===== src/rtl/rs485_tx_sched_if.sv =====
// Bundle of the requester handshakes, the raw bus receive line and the
// uart_tx / transceiver controls that surround rs485_tx_sched.
// master: the surrounding system (requesters, line, serializer).
// slave : the scheduler itself.
interface rs485_tx_sched_if;
    logic       req0_valid;
    logic [7:0] req0_data;
    logic       req0_ready;
    logic       req1_valid;
    logic [7:0] req1_data;
    logic       req1_ready;
    logic       rs485_uart_rxd;
    logic       uart_tx_en;
    logic [7:0] uart_tx_data;
    logic       rs485_de;
    logic       busy;

    modport master (
        output req0_valid,
        output req0_data,
        input  req0_ready,
        output req1_valid,
        output req1_data,
        input  req1_ready,
        output rs485_uart_rxd,
        input  uart_tx_en,
        input  uart_tx_data,
        input  rs485_de,
        input  busy
    );

    modport slave (
        input  req0_valid,
        input  req0_data,
        output req0_ready,
        input  req1_valid,
        input  req1_data,
        output req1_ready,
        input  rs485_uart_rxd,
        output uart_tx_en,
        output uart_tx_data,
        output rs485_de,
        output busy
    );
endinterface


===== src/rtl/rs485_tx_sched.sv =====
// Half-duplex RS485 transmit scheduler.
// Round-robin arbitration between two byte requesters, waits for the bus to
// be idle for IDLE_BITS bit times, then frames each byte with a one-bit
// driver-enable lead-in and a GUARD_BITS guard after the last stop bit.
// Back-to-back bytes keep DE asserted and skip both lead-in and guard.
// GUARD_BITS is expected to be at least 1.
module rs485_tx_sched #(
    parameter int CLK_FREQ   = 50000000,
    parameter int UART_BPS   = 115200,
    parameter int IDLE_BITS  = 11,
    parameter int GUARD_BITS = 2
) (
    input  logic            sys_clk,
    input  logic            sys_rst_n,
    rs485_tx_sched_if.slave bus
);

    // ------------------------------------------------------------------
    // Derived timing constants
    // ------------------------------------------------------------------
    localparam int BPS_CNT   = CLK_FREQ / UART_BPS;
    localparam int LEAD_CYC  = BPS_CNT;
    localparam int FRAME_CYC = 10 * BPS_CNT;
    localparam int GUARD_CYC = GUARD_BITS * BPS_CNT;
    localparam int IDLE_CYC  = IDLE_BITS * BPS_CNT;

    // The phase counter serves LEAD, FRAME and GUARD, so size it for the longest.
    localparam int PH_MAX_A  = (LEAD_CYC > FRAME_CYC) ? LEAD_CYC : FRAME_CYC;
    localparam int PH_MAX    = (PH_MAX_A > GUARD_CYC) ? PH_MAX_A : GUARD_CYC;
    localparam int PH_W      = $clog2(PH_MAX + 1);
    localparam int IDLE_W    = $clog2(IDLE_CYC + 1);

    localparam logic [PH_W-1:0]   LEAD_LAST  = PH_W'(LEAD_CYC - 1);
    localparam logic [PH_W-1:0]   FRAME_LAST = PH_W'(FRAME_CYC - 1);
    localparam logic [PH_W-1:0]   GUARD_LAST = PH_W'(GUARD_CYC - 1);
    localparam logic [IDLE_W-1:0] IDLE_SAT   = IDLE_W'(IDLE_CYC);

    typedef enum logic [2:0] {
        ST_IDLE,
        ST_LEAD,
        ST_START,
        ST_FRAME,
        ST_GUARD
    } state_t;

    // ------------------------------------------------------------------
    // State
    // ------------------------------------------------------------------
    state_t              state;
    logic [PH_W-1:0]     phase;
    logic                last_gnt;      // 1 = requester 1 won the last contest
    logic                tx_en_q;
    logic [7:0]          tx_data_q;
    logic                de_q;

    logic                rxd_meta;
    logic                rxd_sync;
    logic [IDLE_W-1:0]   idle_cnt;

    // Combinational decode
    logic                bus_free;
    logic                any_valid;
    logic                win1;
    logic                phase_last;
    logic                grant;

    // ------------------------------------------------------------------
    // Two-flop synchronizer for the asynchronous receive line; resets to the
    // idle (high) level so the bus does not look active after reset.
    // ------------------------------------------------------------------
    // NOTE: sequential state is always assigned with <= so every flop samples
    // the pre-edge values of its neighbours, independent of block ordering.
    always_ff @(posedge sys_clk or negedge sys_rst_n) begin
        if (!sys_rst_n) begin
            rxd_meta <= 1'b1;
            rxd_sync <= 1'b1;
        end else begin
            rxd_meta <= bus.rs485_uart_rxd;
            rxd_sync <= rxd_meta;
        end
    end

    // ------------------------------------------------------------------
    // Idle counter: counts continuous high line time while we are not
    // driving; our own echo is ignored by clearing while DE is high.
    // ------------------------------------------------------------------
    always_ff @(posedge sys_clk or negedge sys_rst_n) begin
        if (!sys_rst_n) begin
            idle_cnt <= '0;
        end else if (de_q || !rxd_sync) begin
            idle_cnt <= '0;
        end else if (idle_cnt != IDLE_SAT) begin
            idle_cnt <= idle_cnt + IDLE_W'(1);
        end
    end

    assign bus_free = (idle_cnt == IDLE_SAT);

    // ------------------------------------------------------------------
    // Arbitration and grant decode from registered state and counters.
    // ------------------------------------------------------------------
    // NOTE: every variable written here gets a value before any branch, so no
    // path leaves it unassigned and no latch is inferred.
    always_comb begin
        any_valid  = bus.req0_valid | bus.req1_valid;
        // Requester 1 wins if it is alone, or if both ask and 0 won last time.
        win1       = bus.req1_valid & (~bus.req0_valid | ~last_gnt);
        phase_last = 1'b0;
        case (state)
            ST_LEAD:  phase_last = (phase == LEAD_LAST);
            ST_FRAME: phase_last = (phase == FRAME_LAST);
            ST_GUARD: phase_last = (phase == GUARD_LAST);
            default:  phase_last = 1'b0;
        endcase
        grant = any_valid & (((state == ST_IDLE) & bus_free) |
                             ((state == ST_FRAME) & phase_last));
    end

    assign bus.req0_ready   = grant & ~win1;
    assign bus.req1_ready   = grant &  win1;
    assign bus.uart_tx_en   = tx_en_q;
    assign bus.uart_tx_data = tx_data_q;
    assign bus.rs485_de     = de_q;
    assign bus.busy         = (state != ST_IDLE);

    // ------------------------------------------------------------------
    // Frame sequencer: IDLE -> LEAD -> START -> FRAME -> (START | GUARD) -> IDLE
    // with registered DE, start pulse and data latch.
    // ------------------------------------------------------------------
    always_ff @(posedge sys_clk or negedge sys_rst_n) begin
        if (!sys_rst_n) begin
            state     <= ST_IDLE;
            phase     <= '0;
            last_gnt  <= 1'b1;
            tx_en_q   <= 1'b0;
            tx_data_q <= 8'h00;
            de_q      <= 1'b0;
        end else begin
            tx_en_q <= 1'b0;

            // Data and pointer move only on the grant edge.
            if (grant) begin
                tx_data_q <= win1 ? bus.req1_data : bus.req0_data;
                last_gnt  <= win1;
            end

            case (state)
                ST_IDLE: begin
                    if (grant) begin
                        de_q  <= 1'b1;
                        phase <= '0;
                        state <= ST_LEAD;
                    end
                end

                ST_LEAD: begin
                    if (phase_last) begin
                        phase   <= '0;
                        tx_en_q <= 1'b1;
                        state   <= ST_START;
                    end else begin
                        phase <= phase + PH_W'(1);
                    end
                end

                ST_START: begin
                    phase <= '0;
                    state <= ST_FRAME;
                end

                ST_FRAME: begin
                    if (phase_last) begin
                        phase <= '0;
                        if (grant) begin
                            // Chain the next byte straight away, DE stays high.
                            tx_en_q <= 1'b1;
                            state   <= ST_START;
                        end else begin
                            state <= ST_GUARD;
                        end
                    end else begin
                        phase <= phase + PH_W'(1);
                    end
                end

                ST_GUARD: begin
                    if (phase_last) begin
                        phase <= '0;
                        de_q  <= 1'b0;
                        state <= ST_IDLE;
                    end else begin
                        phase <= phase + PH_W'(1);
                    end
                end

                default: begin
                    phase <= '0;
                    de_q  <= 1'b0;
                    state <= ST_IDLE;
                end
            endcase
        end
    end

endmodule


===== src/flat_wrapper.sv =====
// flat-port wrapper written by rule: the top's interface ports become plain ports
module rs485_tx_sched_flat 
#(
    parameter int CLK_FREQ   = 50000000,
    parameter int UART_BPS   = 115200,
    parameter int IDLE_BITS  = 11,
    parameter int GUARD_BITS = 2
)
  (sys_clk, sys_rst_n, bus_req0_valid, bus_req0_data, bus_req0_ready, bus_req1_valid, bus_req1_data, bus_req1_ready, bus_rs485_uart_rxd, bus_uart_tx_en, bus_uart_tx_data, bus_rs485_de, bus_busy);
  rs485_tx_sched_if bus_i ();
  input  logic sys_clk;
  input  logic sys_rst_n;
  input wire logic [$bits(bus_i.req0_valid)-1:0] bus_req0_valid;
  input wire logic [$bits(bus_i.req0_data)-1:0] bus_req0_data;
  output wire logic [$bits(bus_i.req0_ready)-1:0] bus_req0_ready;
  input wire logic [$bits(bus_i.req1_valid)-1:0] bus_req1_valid;
  input wire logic [$bits(bus_i.req1_data)-1:0] bus_req1_data;
  output wire logic [$bits(bus_i.req1_ready)-1:0] bus_req1_ready;
  input wire logic [$bits(bus_i.rs485_uart_rxd)-1:0] bus_rs485_uart_rxd;
  output wire logic [$bits(bus_i.uart_tx_en)-1:0] bus_uart_tx_en;
  output wire logic [$bits(bus_i.uart_tx_data)-1:0] bus_uart_tx_data;
  output wire logic [$bits(bus_i.rs485_de)-1:0] bus_rs485_de;
  output wire logic [$bits(bus_i.busy)-1:0] bus_busy;
  assign bus_i.req0_valid = bus_req0_valid;
  assign bus_i.req0_data = bus_req0_data;
  assign bus_req0_ready = bus_i.req0_ready;
  assign bus_i.req1_valid = bus_req1_valid;
  assign bus_i.req1_data = bus_req1_data;
  assign bus_req1_ready = bus_i.req1_ready;
  assign bus_i.rs485_uart_rxd = bus_rs485_uart_rxd;
  assign bus_uart_tx_en = bus_i.uart_tx_en;
  assign bus_uart_tx_data = bus_i.uart_tx_data;
  assign bus_rs485_de = bus_i.rs485_de;
  assign bus_busy = bus_i.busy;
  rs485_tx_sched #(.CLK_FREQ(CLK_FREQ), .UART_BPS(UART_BPS), .IDLE_BITS(IDLE_BITS), .GUARD_BITS(GUARD_BITS)) u_core (.sys_clk(sys_clk), .sys_rst_n(sys_rst_n), .bus(bus_i));
endmodule

===== config.mk =====
export PLATFORM = sky130hd
export DESIGN_NAME = rs485_tx_sched_flat
export DESIGN_NICKNAME = d
export VERILOG_FILES = /design/src/rtl/rs485_tx_sched_if.sv /design/src/rtl/rs485_tx_sched.sv /design/src/flat_wrapper.sv
export SDC_FILE = /design/constraint.sdc
export NUM_CORES = 1
export LEC_CHECK = 0
export BUFFER_PORTS_ARGS = -buffer_cell sky130_fd_sc_hd__buf_2
export CORE_MARGIN = 3
export CORE_UTILIZATION = 30
export CTS_CLUSTER_DIAMETER = 30
export DETAILED_ROUTE_END_ITERATION = 10
export PLACE_DENSITY_LB_ADDON = 0.3
export SETUP_SLACK_MARGIN = 0.1
export SLEW_MARGIN = 30
export SYNTH_ARGS = -nofsm -noshare
export SYNTH_HDL_FRONTEND = slang
export SYNTH_SLANG_ARGS = --single-unit

===== constraint.sdc =====
create_clock -name sys_clk -period 2.2 [get_ports sys_clk]
set_clock_uncertainty 0.1 [all_clocks]
set_input_delay 0 -clock sys_clk [delete_from_list [all_inputs] [get_ports sys_clk]]
set_output_delay 0 -clock sys_clk [all_outputs]
set_load 0.03 [all_outputs]

**After elaboration in Yosys (flattened, before gate mapping)**

Index checks and enable logic that the tools add are counted.

- Bits in registers: 42
- Output and inout bits: 13
- Logic and storage cells: 66

- Add/sub/neg operators: 2
- Eq/ne operators: 13
- Multiplexer cells: 20
- Bitwise logic cells: 13
- Reduce and logical (&&, ||, !) cells: 9

Operator list:

| kind | number |
|---|---|
| $mux W13 | 4 |
| $add A13 B1 Y13 const B | 2 |
| $eq A13 B13 Y1 const B | 2 |
| $pmux W13 S2 | 1 |
| $mux W3 | 5 |
| $pmux W3 S5 | 1 |
| $eq A13 B10 Y1 const B | 1 |
| $eq A13 B9 Y1 const B | 1 |
| $ne A13 B13 Y1 const B | 1 |
| $mux W8 | 1 |
| $ne A2 B1 Y1 const B | 4 |
| $and A1 B1 Y1 | 6 |
| $eq A3 B2 Y1 const B | 2 |
| $pmux W1 S3 | 2 |
| $reduce_or A3 Y1 | 2 |
| $mux W1 | 5 |
| $not A1 Y1 | 4 |
| $reduce_and A4 Y1 | 1 |
| $eq A3 B1 Y1 const B | 1 |
| $eq A3 B3 Y1 const B | 1 |
| $logic_not A3 Y1 | 1 |
| $or A1 B1 Y1 | 3 |
| $reduce_and A3 Y1 | 1 |
| $reduce_bool A3 Y1 | 1 |
| 4 further kinds | 4 |

**Depth between registers and ports, before layout**

- Depth after elaboration: 8
- Depth in mapped cells: 8

**Least setup slack after synthesis**

Ideal clock, no wire load.

- Path type: register to output
- From: register u_core.state[2]
- To: output bus_req0_ready
- Data arrival time: 2264 ps
- Path slack: -164 ps
- Cell stages (with the launch flop): 9
- Path through: dfrtp_1 > buf_4 > and3b_1 > buf_2 > mux2_4 > nor4b_1 > nor2_1 > buf_2 > nor2b_1

- Word-level cells in the longest chain between the ends: 6
- Elaborated cells between the ends (all ways): 10
- Classes of those cells: eq/ne: 3; mux: 1; bitwise: 5; reduce/logical: 1

RTL lines:

| element | RTL line | RTL |
|---|---|---|
| start, declared | rs485_tx_sched.sv:49 | `state_t state;` |
| start signal, assigned | rs485_tx_sched.sv:132 | `state <= ST_IDLE;` |
| start signal, assigned | rs485_tx_sched.sv:152 | `state <= ST_LEAD;` |
| start signal, assigned | rs485_tx_sched.sv:160 | `state <= ST_START;` |
| $eq A3 B3 Y1, or another cell as far along | rs485_tx_sched.sv:109 | `case (state)` |
| $pmux W1 S3 | rs485_tx_sched.sv:109 |  |
| $and A1 B1 Y1 | rs485_tx_sched.sv:116 | `((state == ST_FRAME) & phase_last));` |
| $or A1 B1 Y1 * | rs485_tx_sched.sv:115 | `grant = any_valid & (((state == ST_IDLE) & bus_free) \|` |
| $and A1 B1 Y1 * | rs485_tx_sched.sv:115 |  |
| $and A1 B1 Y1 * | rs485_tx_sched.sv:119 | `assign bus.req0_ready = grant & ~win1;` |
| end, declared | flat_wrapper.sv:15 | `output wire logic [$bits(bus_i.req0_ready)-1:0] bus_req0_ready;` |

Mark *: on every way between the ends. The rest lies on a longest branch, timed or not.

**Final worst setup path**

- From: register u_core.state[1]
- To: register u_core.state[0]

- Word-level cells in the longest chain between the ends: 7
- Elaborated cells between the ends (all ways): 16
- Classes of those cells: eq/ne: 8; mux: 2; bitwise: 4; reduce/logical: 2

RTL lines:

| element | RTL line |
|---|---|
| $eq A3 B3 Y1, or another cell as far along | rs485_tx_sched.sv:109, rs485_tx_sched.sv:147 |
| $pmux W1 S3 | rs485_tx_sched.sv:109 |
| $and A1 B1 Y1 | rs485_tx_sched.sv:116 |
| $or A1 B1 Y1 | rs485_tx_sched.sv:115 |
| $and A1 B1 Y1 | rs485_tx_sched.sv:115 |
| $ne A2 B1 Y1 (no source line) | -- |
| $reduce_and A4 Y1 (no source line) | -- |

Several ways; a longest one is shown, not always the timed one.
A chain may end at the register's enable or synchronous reset.

==> impl_metrics.tcl <==
set metrics [dict create \
    outcome "complete, but fails checks" \
    violations "negative setup slack" \
    timing.rr.start "u_core.state[1]" \
    drv_cap 0 \
    syn_nets 285 \
    grt_first_pass_wirelength_mm 10.70 \
    maxSlewViolCount 0 \
    fmax_mhz 450.3 \
    drc 0 \
    cts_root_buf "clkbuf_8" \
    die_x_um 95.35 \
    setup_slack_ns -0.02072 \
    timing.slew.headroom 0.6668 \
    finalNonFillerCells 445 \
    dr.pass1.iters 4 \
    start_util 0.3199 \
    critPathArrivalTime_ns 2.31 \
    ir_drop_mv 0.2547 \
    core-area_sq_um 7486 \
    r2r_end "u_core.state[0]" \
    wl_mm 6.219 \
    syn_area_sq_um 2395 \
    antenna_found_initial 0 \
    cts.sinks 42 \
    synth-adder-area-share 0.01567 \
    setup.worst_path.end "u_core.state[0]" \
    end_kind "flop" \
    worstSetupStartpointType "flop" \
    postSynth.asyncResetShare 1.000 \
    area_growth_pct 41.33 \
    reg2reg_slack_ns -0.02 \
    worstPathRequired_ns 2.29 \
    track_usage 0.1493 \
    holdWs_ns 0.04436 \
    cp-startpoint "u_core.state[1]" \
    wl_met1_mm 2.976 \
    crit_top_cell "buf_6" \
    max_stage_delay_ns 0.44 \
    grt_remaining_overflow 0 \
    fin_util 0.4521 \
    nets 369 \
    yosysSeqAreaShare 0.4404 \
    io_buffer_count 33 \
    drive_gt1_frac 0.3121 \
    path_max_fanout 4 \
    grt_max_degree 19 \
    yosysWarnings 0 \
    vias_per_cell 5.103 \
    routabilityCongestion 0.7971 \
    dp.cells 406 \
    h-tree-depth 2 \
    synth-xor-area-share 0.04389 \
    vias 2271 \
    clk_latency_ns 0.30 \
    synthCells 261 \
    top_layer "met4" \
    crit_path_top_delay_cell "or3b_4" \
    finalSetupViolCount 2 \
    final_common_cell "dfrtp_1" \
    fp-row-count 31 \
    cts_buffers 5 \
    synth_ff_type "dfrtp_1" \
    ant_nets 0 \
    wl_met2_mm 2.892 \
    synth_seq_cells 42 \
    power.leakage_nw 1.557 \
    hold_class "input port to async pin" \
    synth_compound_area_frac 0.1703 \
    synthSimpleGateAreaFrac 0.2811 \
    dp_hpwl_mm 4.428 \
    die-area_sq_um 9091 \
    cts_tree "yes" \
    critical_path_class "flop to flop" \
    reg2regPathDepth 8 \
    clockBufferDepth 2 \
    worstPathCellList "or3b_4 > mux2i_4 > buf_6 > a2111oi_4 > buf_4 > buf_6 > o2bb2ai_4 > a211oi_2" \
    path_clk_slew_ns 0.09 \
    antenna_cells 0 \
    io_pins 34 \
    syn_avg_cell_area_sq_um 9.175 \
    period_needed_ns 2.221 \
    worst_pin_slew_ns 0.4998 \
    grt_pass1_vias 2222 \
    synth_mux_area_frac 0.01620 \
    avgRoutedWirePerCell_um 13.98 \
    drt_iter0_drc 139 \
    met3_length_um 250 \
    die_y_um 95.35 \
    rsz0062_at_grt "yes" \
    post-route-period-util 1.009 \
    p_per_area_nw_per_um2 445.3 \
    synthDistinctLibCells 55 \
    finalHoldViolCount 0 \
    synth_top_family_by_area "simple AND/OR/NAND/NOR gates" \
    synth_edf_count 0 \
    final_cell_mix "dfrtp_1, buf_4, buf_2" \
]
[state kept, by name (all words and copies together) (netlist names)]
name,flops
u_core.bus.rs485_de,1
u_core.bus.uart_tx_data,8
u_core.bus.uart_tx_en,1
u_core.idle_cnt,13
u_core.last_gnt,1
u_core.phase,13
u_core.rxd_meta,1
u_core.rxd_sync,1
u_core.state,3
[cell type report]
type	count	area, sq um
Fill cell	719	4101
Clock buffer	7	86.33
Multi-Input combinational cell	201	1409
Timing Repair Buffer	91	686.9
Tap cell	99	123.9
Sequential cell	42	1055
Clock inverter	1	8.758
Inverter	4	15.01
[power by group]
part | internal (mW) | switching [mW]
combinational | 0.0759 | 0.0852
sequential | 0.790 | 0.00985
clock | 0.260 | 0.286
total | 1.13 | 0.381
[critical path: cells and delay by family (launching register included)]
kind	cells	cell delay, ns
AOI/OAI and AO/OA	3	0.48
buffers and inverters	3	0.46
DFF	1	0.41
muxes	1	0.22
and+or+nand+nor	1	0.44
[worst min path at each step]
stage                   start                  end  slack (ns)  depth (start not counted)
floorplan           sys_rst_n  u_core.bus.rs485_de       -0.40                          0
global placement    sys_rst_n      u_core.phase[4]       -0.15                          1
detailed placement  sys_rst_n      u_core.phase[4]       -0.15                          1
CTS                 sys_rst_n      u_core.phase[4]        0.04                          2
global route        sys_rst_n      u_core.phase[4]         0.1                          2
finish              sys_rst_n      u_core.phase[4]        0.04                          2
[per-layer routing]
metal / global-route usage / up-vias
met5: 0 / -
met4: 0.05048 / 0
met3: 0.02605 / 9
met2: 0.2379 / 58
met1: 0.2044 / 1077
li1: - / 1127
[synthesized netlist by cell type (3+ instances only)]
| cell type | n | area [sq um] |
|---|---|---|
| nand3_1 | 12 | 60.06 |
| nand2_1 | 29 | 108.9 |
| a21oi_1 | 14 | 70.07 |
| and3b_1 | 3 | 26.28 |
| xor2_1 | 9 | 78.83 |
| o31ai_1 | 3 | 22.52 |
| inv_1 | 4 | 15.01 |
| nand4_1 | 3 | 18.77 |
| clkbuf_1 | 7 | 26.28 |
| buf_2 | 5 | 25.02 |
| a22oi_1 | 8 | 60.06 |
| o21ai_0 | 5 | 25.02 |
| nand2b_1 | 5 | 31.28 |
| xnor2_1 | 3 | 26.28 |
| o22ai_1 | 9 | 56.30 |
| ha_1 | 3 | 37.54 |
| and2_1 | 4 | 25.02 |
| dfrtp_1 | 39 | 975.9 |
| and3_1 | 12 | 75.07 |
| nor3_1 | 14 | 70.07 |
| nor2_1 | 20 | 75.07 |
| dfstp_2 | 3 | 78.83 |
| nor2b_1 | 4 | 25.02 |
[repair_timing]
item	4_1_cts	5_1_grt
endpoints found under the setup margin	22	24
hold endpoints to repair	51	0
gates resized for setup	13	20
pin swaps	4	12
hold buffers	20	0
setup buffers	6	5
[kinds of logic after synthesis]
family | after synthesis
AND/OR/NAND/NOR | 125
AO/OA/AOI/OAI | 58
multiplexers | 3
buffers and inverters | 18
adder cells (fa/ha/maj) | 3
flip-flops | 42
XOR/XNOR | 12
[stage by stage]
step	setup TNS, ns	setup slack [ns]	cell area [sq um]	total power [mW]
floorplan	0	0.01834	2422	0.8780
global placement	-0.3372	-0.09459	2856	0.9423
detailed placement	-0.7343	-0.1043	2856	0.9437
CTS	0	0.03293	3243	1.525
global route	-0.3990	-0.09676	3385	1.572
finish	-0.02969	-0.02072	3385	1.507
No activity file was read; power rests on OpenSTA's default activity.
